--- config.mk ---
export PLATFORM = sky130hd
export DESIGN_NAME = switch_debounce
export DESIGN_NICKNAME = d
export VERILOG_FILES = /design/src/rtl/switch_debounce_if.sv /design/src/rtl/switch_debounce.sv
export SDC_FILE = /design/constraint.sdc
export NUM_CORES = 1
export LEC_CHECK = 0
export BUFFER_PORTS_ARGS = -buffer_cell sky130_fd_sc_hd__buf_2
export CORE_MARGIN = 3
export CORE_UTILIZATION = 30
export DETAILED_ROUTE_END_ITERATION = 7
export GPL_ROUTABILITY_DRIVEN = 0
export GPL_TIMING_DRIVEN = 0
export SLEW_MARGIN = 30
export SYNTH_ARGS = -nofsm -noshare
export SYNTH_HDL_FRONTEND = slang
export SYNTH_SLANG_ARGS = --single-unit
--- constraint.sdc ---
create_clock -name i_Clk -period 2.1 [get_ports i_Clk]
set_input_delay 0.42 -clock i_Clk [delete_from_list [all_inputs] [get_ports i_Clk]]
set_output_delay 0.42 -clock i_Clk [all_outputs]
set_load 0.02 [all_outputs]
--- src/rtl/switch_debounce_if.sv ---
// ---------------------------------------------------------------------------
// switch_debounce_if
//
// Purpose:
//   Internal bundle between the synchroniser front end and the debounce
//   qualification core of switch_debounce. It carries the synchronised raw
//   switch level into the core and the qualified level plus its edge pulses
//   back out.
//
// Signals:
//   sync_level     synchronised (metastability-filtered) switch level
//   level          debounced switch level
//   press_pulse    one-cycle pulse on an accepted 0->1 transition
//   release_pulse  one-cycle pulse on an accepted 1->0 transition
//
// Modports:
//   master  the debounce core: consumes sync_level, produces the outputs
//   slave   the surrounding logic: supplies sync_level, consumes the outputs
// ---------------------------------------------------------------------------
interface switch_debounce_if;
  logic sync_level;
  logic level;
  logic press_pulse;
  logic release_pulse;

  modport master (
    input  sync_level,
    output level,
    output press_pulse,
    output release_pulse
  );

  modport slave (
    output sync_level,
    input  level,
    input  press_pulse,
    input  release_pulse
  );
endinterface : switch_debounce_if

--- src/rtl/switch_debounce.sv ---
// ---------------------------------------------------------------------------
// switch_debounce
//
// Purpose:
//   Conditions one raw mechanical push-button for the LED logic it feeds.
//   The asynchronous pin is brought into the i_Clk domain by a two-flop
//   synchroniser, then a four-state FSM with a qualification counter only
//   accepts a new level once it has been seen unchanged for
//   DEBOUNCE_CYCLES+1 consecutive cycles. Every output is registered, so
//   there is no combinational path from the pin to any output.
//
// Parameters:
//   DEBOUNCE_CYCLES  stable cycles needed to accept a change (>= 2)
//   INIT_LEVEL       switch level assumed at reset
//
// Ports:
//   i_Clk            system clock
//   i_Rst            synchronous, active-high reset
//   i_Switch         raw asynchronous switch pin, active-high
//   o_Switch         debounced switch level
//   o_Press_Pulse    one-cycle pulse on accepted 0->1 transition
//   o_Release_Pulse  one-cycle pulse on accepted 1->0 transition
// ---------------------------------------------------------------------------

// ---------------------------------------------------------------------------
// switch_debounce_sync: two-flop synchroniser, both stages reset to
// INIT_LEVEL so that reset never presents a fake edge to the core.
//   i_Clk, i_Rst  clock and synchronous active-high reset
//   i_async       raw asynchronous input
//   o_sync        synchronised level (second flop)
// ---------------------------------------------------------------------------
module switch_debounce_sync #(
  parameter logic INIT_LEVEL = 1'b0
) (
  input  logic i_Clk,
  input  logic i_Rst,
  input  logic i_async,
  output logic o_sync
);

  logic sync1_d, sync1_q;
  logic sync2_d, sync2_q;

  always_comb begin
    sync1_d = i_async;
    sync2_d = sync1_q;
  end

  // NOTE: state flops use non-blocking assignments so every flop samples the
  // pre-edge value of its neighbours; blocking here would collapse the chain.
  always_ff @(posedge i_Clk) begin
    if (i_Rst) begin
      sync1_q <= INIT_LEVEL;
      sync2_q <= INIT_LEVEL;
    end else begin
      sync1_q <= sync1_d;
      sync2_q <= sync2_d;
    end
  end

  assign o_sync = sync2_q;

endmodule : switch_debounce_sync

// ---------------------------------------------------------------------------
// switch_debounce_core: qualification FSM.
//   i_Clk, i_Rst  clock and synchronous active-high reset
//   bus           master side of switch_debounce_if (sync_level in,
//                 level / press_pulse / release_pulse out)
//
// A move out of a STABLE_* state is the first cycle of the new level; the
// CHECK_* state then needs DEBOUNCE_CYCLES more cycles of that level, so the
// total qualification is DEBOUNCE_CYCLES+1 consecutive cycles. Any cycle of
// the old level during CHECK_* returns to the old STABLE_* state silently.
// ---------------------------------------------------------------------------
module switch_debounce_core #(
  parameter int   DEBOUNCE_CYCLES = 250000,
  parameter logic INIT_LEVEL      = 1'b0
) (
  input  logic               i_Clk,
  input  logic               i_Rst,
  switch_debounce_if.master  bus
);

  localparam int CNT_W = $clog2(DEBOUNCE_CYCLES + 1);
  localparam logic [CNT_W-1:0] CNT_LAST = CNT_W'(DEBOUNCE_CYCLES - 1);
  localparam logic [CNT_W-1:0] CNT_ONE  = CNT_W'(1);

  typedef enum logic [1:0] {
    STABLE_LO,
    CHECK_HI,
    STABLE_HI,
    CHECK_LO
  } state_e;

  localparam state_e RESET_STATE = INIT_LEVEL ? STABLE_HI : STABLE_LO;

  state_e           state_d, state_q;
  logic [CNT_W-1:0] cnt_d, cnt_q;
  logic             level_d, level_q;
  logic             press_d, press_q;
  logic             release_d, release_q;

  // NOTE: every variable gets its default before the case statement; a path
  // that leaves one unassigned would infer a latch. Pulses default low, so
  // they can only ever last the single cycle that sets them.
  always_comb begin
    state_d   = state_q;
    cnt_d     = cnt_q;
    level_d   = level_q;
    press_d   = 1'b0;
    release_d = 1'b0;

    unique case (state_q)
      STABLE_LO: begin
        cnt_d = '0;
        if (bus.sync_level) begin
          state_d = CHECK_HI;
        end
      end

      CHECK_HI: begin
        if (!bus.sync_level) begin
          // Bounce back to the old level: discard the partial count.
          state_d = STABLE_LO;
          cnt_d   = '0;
        end else if (cnt_q == CNT_LAST) begin
          state_d = STABLE_HI;
          cnt_d   = '0;
          level_d = 1'b1;
          press_d = 1'b1;
        end else begin
          cnt_d = cnt_q + CNT_ONE;
        end
      end

      STABLE_HI: begin
        cnt_d = '0;
        if (!bus.sync_level) begin
          state_d = CHECK_LO;
        end
      end

      CHECK_LO: begin
        if (bus.sync_level) begin
          state_d = STABLE_HI;
          cnt_d   = '0;
        end else if (cnt_q == CNT_LAST) begin
          state_d   = STABLE_LO;
          cnt_d     = '0;
          level_d   = 1'b0;
          release_d = 1'b1;
        end else begin
          cnt_d = cnt_q + CNT_ONE;
        end
      end

      default: begin
        state_d = RESET_STATE;
        cnt_d   = '0;
        level_d = INIT_LEVEL;
      end
    endcase
  end

  // Synchronous reset wins over everything, including a qualification in
  // progress; it never raises a pulse.
  always_ff @(posedge i_Clk) begin
    if (i_Rst) begin
      state_q   <= RESET_STATE;
      cnt_q     <= '0;
      level_q   <= INIT_LEVEL;
      press_q   <= 1'b0;
      release_q <= 1'b0;
    end else begin
      state_q   <= state_d;
      cnt_q     <= cnt_d;
      level_q   <= level_d;
      press_q   <= press_d;
      release_q <= release_d;
    end
  end

  assign bus.level         = level_q;
  assign bus.press_pulse   = press_q;
  assign bus.release_pulse = release_q;

  // Structural invariants of the qualification logic.
  a_pulse_exclusive : assert property (@(posedge i_Clk) disable iff (i_Rst)
    !(press_q && release_q));

  a_cnt_bound : assert property (@(posedge i_Clk) disable iff (i_Rst)
    cnt_q <= CNT_LAST);

  a_cnt_idle_zero : assert property (@(posedge i_Clk) disable iff (i_Rst)
    ((state_q == STABLE_LO) || (state_q == STABLE_HI)) |-> (cnt_q == '0));

endmodule : switch_debounce_core

// ---------------------------------------------------------------------------
// switch_debounce: top level, pin synchroniser plus qualification core.
// ---------------------------------------------------------------------------
module switch_debounce #(
  parameter int   DEBOUNCE_CYCLES = 250000,
  parameter logic INIT_LEVEL      = 1'b0
) (
  input  logic i_Clk,
  input  logic i_Rst,
  input  logic i_Switch,
  output logic o_Switch,
  output logic o_Press_Pulse,
  output logic o_Release_Pulse
);

  switch_debounce_if db_if ();

  switch_debounce_sync #(
    .INIT_LEVEL (INIT_LEVEL)
  ) u_sync (
    .i_Clk   (i_Clk),
    .i_Rst   (i_Rst),
    .i_async (i_Switch),
    .o_sync  (db_if.sync_level)
  );

  switch_debounce_core #(
    .DEBOUNCE_CYCLES (DEBOUNCE_CYCLES),
    .INIT_LEVEL      (INIT_LEVEL)
  ) u_core (
    .i_Clk (i_Clk),
    .i_Rst (i_Rst),
    .bus   (db_if.master)
  );

  assign o_Switch        = db_if.level;
  assign o_Press_Pulse   = db_if.press_pulse;
  assign o_Release_Pulse = db_if.release_pulse;

endmodule : switch_debounce

==> results of run 1 <==
-- cells in the mapped netlist --
| library cell | number | area share |
|---|---|---|
| a21o_1 | 1 | 0.0072 |
| a21oi_1 | 5 | 0.024 |
| a31o_2 | 1 | 0.0084 |
| a31oi_1 | 1 | 0.0060 |
| and2_1 | 1 | 0.0060 |
| and3_1 | 3 | 0.018 |
| buf_2 | 2 | 0.0096 |
| dfxtp_1 | 25 | 0.48 |
| ha_1 | 1 | 0.012 |
| inv_1 | 7 | 0.025 |
| nand2_1 | 8 | 0.029 |
| nand3_1 | 9 | 0.043 |
| nand4_1 | 4 | 0.024 |
| nor2_1 | 16 | 0.058 |
| nor2b_1 | 2 | 0.012 |
| nor3_1 | 5 | 0.024 |
| nor4_1 | 4 | 0.024 |
| o21ai_0 | 5 | 0.024 |
| or3_1 | 3 | 0.018 |
| or4_1 | 1 | 0.0072 |
| or4_4 | 2 | 0.022 |
| or4b_1 | 1 | 0.0096 |
| xnor2_1 | 9 | 0.076 |
| xor2_1 | 4 | 0.034 |
-- sequential cells by signal, summed over array words and instances, names as in the netlist, named ones only --
signal	cells
u_sync.o_sync	1
u_core.cnt_q	18
u_sync.sync1_q	1
u_core.bus.level	1
u_core.bus.press_pulse	1
u_core.state_q	1
u_core.bus.release_pulse	1
-- worst register-to-register path, stage by stage (launching register included) --
cell and delay, ns:
dfxtp_1 0.36, or4_4 0.55, nor4_2 0.33, a21o_1 0.16
buf_2 0.20, clkbuf_4 0.24, nor2_1 0.06
-- kinds of logic after synthesis --
logic type      Yosys count  synth area share
compound gates           13           0.06963
flops                    25            0.4802
simple gates             59            0.2941
fa+ha+maj                 1           0.01200
xor+xnor                 13            0.1092
buf+inv                   9           0.03482
-- area by class of cell --
type | count | area [µm²] | share of cell area
inverters | 7 | 26.28 | 0.02268
multi-input cells | 86 | 511.7 | 0.4417
flip-flops and latches | 25 | 500.5 | 0.4320
clock buffers | 3 | 22.52 | 0.01944
clock inverters | 1 | 5.005 | 0.004320
plain buffers | 2 | 12.51 | 0.01080
repair buffers | 5 | 25.02 | 0.02160
well taps | 44 | 55.05 | 0.04752
-- per-layer routing --
metal,track usage,wire length (µm),vias to the layer above
met5,0,0,-
met4,0.01583,12,0
met3,0.03640,72,2
met2,0.1724,880,9
met1,0.1170,940,395
li1,-,-,431
-- final timing paths --
check / from / end / slack [ns]
hold reg to reg: u_sync.sync1_q / u_sync.o_sync / 0.46
hold / removal: i_Switch / u_sync.sync1_q / 0.30
setup reg to reg: u_core.cnt_q[6] / u_core.cnt_q[8] / 0.11
setup / recovery: u_core.cnt_q[6] / u_core.cnt_q[8] / 0.11
-- through the flow --
step / total power, mW / hold slack [ns] / std cells / instance area (µm²) / setup WS [ns]
6_report: 0.7130 / 0.3031 / 173 / 1159 / 0.1083
5_1_grt: 0.7358 / 0.3058 / 173 / 1159 / 0.02006
4_1_cts: 0.7176 / 0.3032 / 173 / 1156 / 0.05180
3_5_place_dp: 0.5060 / 0.4390 / 169 / 1122 / -0.05279
3_3_place_gp: 0.5051 / 0.4337 / 169 / 1122 / 0.02059
2_1_floorplan: 0.4991 / 0.4138 / 120 / 1042 / 0.2176
-- power by group through the flow --
stage / logic, mW / registers (mW) / clock network, mW
final: 0.0137 / 0.482 / 0.218
after CTS: 0.0139 / 0.482 / 0.222
after detailed placement: 0.0139 / 0.492 / 0
after global placement: 0.0134 / 0.492 / 0
after floorplan: 0.00554 / 0.494 / 0
after global routing: 0.0151 / 0.482 / 0.238
-- repair_timing --
item / 4_1_cts / 5_1_grt
hold buffers: 0 / 0
resized for setup: 1 / 1
endpoints found under the setup margin: 10 / 8
==> out/qor.csv, run 1 <==
stage,metric,value,unit
worst_setup_path,crit_path_cell_trace,"or4_4, nor4_2, a21o_1, buf_2, clkbuf_4, nor2_1",
finish,most-common-layout-cells,"dfxtp_1, nor2_1, nand3_1, xnor2_1, nand2_1",
power,leakage,0.3519,nW
sta,finalSetupViolCount,0,
sta,final.min_clock_period,1.992,ns
worst_setup_path,path_depth,6,
clock_network,cts_buffers,3,
worst_setup_path,critPathMaxStageDelay,0.54,ns
power,p_per_area,615.4,nW/µm²
power,ir_worst_vdd,0.4361,mV
synthesis,syn_area,1042,µm²
synthesis,syn-num-nets,124,
flow_run,cap_violations,0,
synthesis,avgSynthCellArea,8.685,µm²
route,drc,0,
place,port_buffers,5,
clock_network,cts_root_buffer,clkbuf_4,
sta,hold_viol,0,
finish,fillers,343,
global_routing,antenna_found_initial,0,
clock_network,post_cts_buffers,0,
route,vias_per_cell,4.838,
sta,rsz0062_at_grt,no,
synthesis,ys_ff_latch,25,
die,pin_count,6,
clock_network,htree_levels,1,
worst_setup_path,path_class,reg2reg,
finish,syn_to_final_growth,11.16,%
sta,tightestPinTransition,0.6419,ns
min_path,hold_depth,2,
sta,maxSlewHeadroom,0.5681,
power,intPower,555.7,µW
power,pwr-share-comb,0.019,
clock_network,tritoncts,built,
synthesis,ys_seq_area_frac,0.4802,
worst_setup_path,critPathLaunchType,register,
worst_setup_path,arrival,2.21,ns
route,wl,1906,µm
sta,skew,0.01596,ns
finish,final_nets,134,
finish,fin_util,0.3646,
route,ant_nets,0,
route,dr.pass1.iters,4,
finish,final_common_cell,dfxtp_1,
finish,drive_gt1_frac,0.1163,
power,swShare,0.2207,
finish,n_antenna_cell,0,
status,outcome,"complete, no violations",
clock_network,cts_num_sinks,25,
die,rows,20,
synthesis,synth_warnings,0,
sta,post-route-period-util,0.9484,
sta,slew_violations,0,
route,via_count,837,
worst_setup_path,critPathCaptureType,register,
power,clkPwrFrac,0.305,
die,core,3178,µm²
global_routing,grtUsageTotal,0.09887,
worst_setup_path,path_max_fanout,10,
worst_setup_path,critPathTopFamily,simple AND/OR/NAND/NOR gates,
min_path,hold_class,in2reg,
synthesis,synth_cell_type_count,24,
global_routing,grt_remaining_overflow,0,
power,p_sw,157.3,µW
place,hpwl,1408,µm
route,detail_route.wl_per_cell,11.02,µm
worst_setup_path,ff2ff_path_depth,6,
sta,timing.fmax,502.1,MHz
global_routing,grt_pass1_wl,3284,µm
die,start_util,0.3280,
worst_setup_path,worst-path-buf-inv,2,
route,drtIter0Drc,25,
synthesis,netlist_instances,120,
clock_network,clk_pin_slew,0.15,ns
die,die_h,64.94,µm
die,die-area,4217,µm²
global_routing,grt_max_degree,15,
power,pwr-share-seq,0.675,
worst_setup_path,cp_slowest_cell,or4_4,
sta,fin_tns_setup,0,ns
clock_network,insertion_delay,0.33,ns
clock_network,clk_path_buf_depth,2,
global_routing,grt_pass1_vias,776,
worst_setup_path,required,2.32,ns
die,die_x,64.94,µm
(Power assumes the default switching activity.)
==> inputs of run 2 (changes only) <==
GPL_TIMING_DRIVEN = default   (was 0)
==> run 2 against run 1 <==
- routed wire length down 4.1%
- combinational power about the same
- clock power about the same
- clock skew down 0.0047 ns
- maximum frequency up 1.7%
- global-route usage down 0.31 points
- die area unchanged
- worst setup slack better by 0.033 ns
- sequential cell count unchanged
==> out/qor.csv, run 2 (synthesized netlist as in run 1, its figures left out) <==
stage,metric,value,unit,change
global_routing,grt_pass1_wl,3098,µm,-5.7%
sta,layout_setup_ws,0.1409,ns,+0.03257 ns
min_path,hold_class,in2reg,,
clock_network,clk_pin_slew,0.14,ns,about the same
route,wl_met3,82,µm,+14%
finish,n_antenna_cell,0,,unchanged
finish,largest-register,u_core.cnt_q,,
sta,slew_violations,0,,unchanged
die,start_util,0.3280,,unchanged
worst_setup_path,path_class,reg2reg,,
sta,finalSetupViolCount,0,,unchanged
place,place_ws,0.1553,ns,+0.2081 ns
clock_network,cts_buffers,3,,unchanged
place,hpwl,1324,µm,-6.0%
worst_setup_path,rrSetupSlack,0.14,ns,+0.03 ns
sta,maxSlewHeadroom,0.7866,,+0.2185
route,ant_nets,0,,unchanged
worst_setup_path,ff2ff_path_depth,4,,-2
global_routing,antenna_found_initial,0,,unchanged
power,ir_worst_vdd,0.2848,mV,-35%
worst_setup_path,reg2reg_from,u_core.cnt_q[11],,
power,leakage,0.3750,nW,+6.6%
route,drtIter0Drc,38,,+52%
route,wl_met1,927,µm,-1.4%
route,top_layer_used,met4,,
worst_setup_path,required,2.37,ns,+0.05 ns
finish,largest_register_ffs,18,,unchanged
die,core,3178,µm²,unchanged
worst_setup_path,arrival,2.23,ns,+0.02 ns
global_routing,grtUsageTotal,0.09579,,-0.003082
clock_network,insertion_delay,0.33,ns,about the same
clock_network,holdBufCountCts,0,,unchanged
sta,hold_viol,0,,unchanged
die,die_h,64.94,µm,unchanged
clock_network,cts_num_sinks,25,,unchanged
route,wl,1827,µm,-4.1%
finish,final_cells,176,,+1.7%
sta,fin_tns_setup,0,ns,unchanged
worst_setup_path,rr_endpoint,u_core.bus.level,,
finish,drive_gt1_frac,0.1288,,+0.01251
sta,post-route-period-util,0.9329,,-0.01551
clock_network,tritoncts,built,,
sta,rsz0062_at_grt,no,,
route,via_count,834,,-0.36%
clock_network,htree_levels,1,,unchanged
sta,tightestPinTransition,0.3172,ns,-0.3248 ns
sta,holdWs,0.2923,ns,-0.01081 ns
die,die_x,64.94,µm,unchanged
finish,final_common_cell,dfxtp_1,,
finish,syn_to_final_growth,14.17,%,
route,route.met2.wl,782,µm,-11%
status,outcome,"complete, no violations",,
place,dp_cells,172,,+1.8%
clock_network,clk_path_buf_depth,2,,unchanged
finish,most-common-layout-cells,"dfxtp_1, nor2_1, nand3_1, xnor2_1, nand2_1",,
global_routing,grt_remaining_overflow,0,,unchanged
die,rows,20,,unchanged
clock_network,cts-resized-gates,0,,-1
sta,final.min_clock_period,1.959,ns,-0.03257 ns
worst_setup_path,critPathCaptureType,register,,
place,port_buffers,5,,unchanged
route,detail_route.wl_per_cell,10.38,µm,-5.8%
power,p_per_area,598.3,nW/µm²,-2.8%
route,drc,0,,unchanged
worst_setup_path,path_max_fanout,5,,-5
clock_network,cts_root_buffer,clkbuf_4,,
min_path,hold_depth,2,,unchanged
route,vias_per_cell,4.739,,-2.1%
min_path,min-delay-start,i_Switch,,
min_path,min_to,u_sync.sync1_q,,
die,die-area,4217,µm²,unchanged
global_routing,grt_pass1_vias,719,,-7.3%
finish,final_nets,137,,+2.2%
finish,fin_util,0.3744,,+0.009842
clock_network,post_cts_buffers,0,,unchanged
route,dr.pass1.iters,4,,unchanged
sta,skew,0.01126,ns,-0.004698 ns
sta,timing.fmax,510.4,MHz,+1.7%
die,pin_count,6,,unchanged
worst_setup_path,critPathLaunchType,register,,
global_routing,grt_max_degree,18,,+3
flow_run,cap_violations,0,,unchanged
-- run 2: changes by cell type in the layout (fill, tap and decap cells not counted), sizes merged --
cell / before / now
buf: 6 / 10
clkbuf: 4 / 3
-- run 2: worst max-delay path by stage --
stage	endpoint	cells after the start	from
floorplan	u_core.bus.level	4	u_core.cnt_q[11]
global placement	u_core.bus.level	4	u_core.cnt_q[11]
detailed placement	u_core.bus.level	4	u_core.cnt_q[11]
CTS	u_core.bus.level	4	u_core.cnt_q[11]
global route	u_core.bus.level	4	u_core.cnt_q[11]
finish	u_core.bus.level	4	u_core.cnt_q[11]
-- run 2: through the flow --
step           instance area, µm²  power, mW
2_1_floorplan                1042     0.4991
3_3_place_gp                 1162     0.5058
3_5_place_dp                 1162     0.5064
4_1_cts                      1190     0.7211
5_1_grt                      1190     0.7336
6_report                     1190     0.7120
-- run 2: metal layers --
| metal | global-route usage | vias to the layer above |
|---|---|---|
| met5 | 0 | - |
| met3 | 0.04159 | 5 |
| met4 | 0.03958 | 0 |
| met2 | 0.1367 | 11 |
| li1 | - | 440 |
| met1 | 0.1249 | 378 |
-- run 2: final cells by class --
| type | instances | area (µm²) |
|---|---|---|
| Fill cell | 327 | 1988 |
| Tap cell | 44 | 55.05 |
| Timing Repair Buffer | 10 | 75.07 |
| Clock inverter | 1 | 5.005 |
| Clock buffer | 3 | 22.52 |
| Multi-Input combinational cell | 86 | 505.5 |
| Sequential cell | 25 | 500.5 |
| Inverter | 7 | 26.28 |
-- run 2: power breakdown --
group	switching, mW	leakage, nW	internal [mW]
Sequential	0.00332	0.202	0.478
Combinational	0.00801	0.155	0.00589
Clock	0.145	0.0177	0.0715
-- run 2: worst max-delay path, stage by stage (launching register included) --
cell and delay [ns]:
dfxtp_1 0.38, or4_4 0.53, or4_4 0.50, or3_1 0.35, a31oi_1 0.16
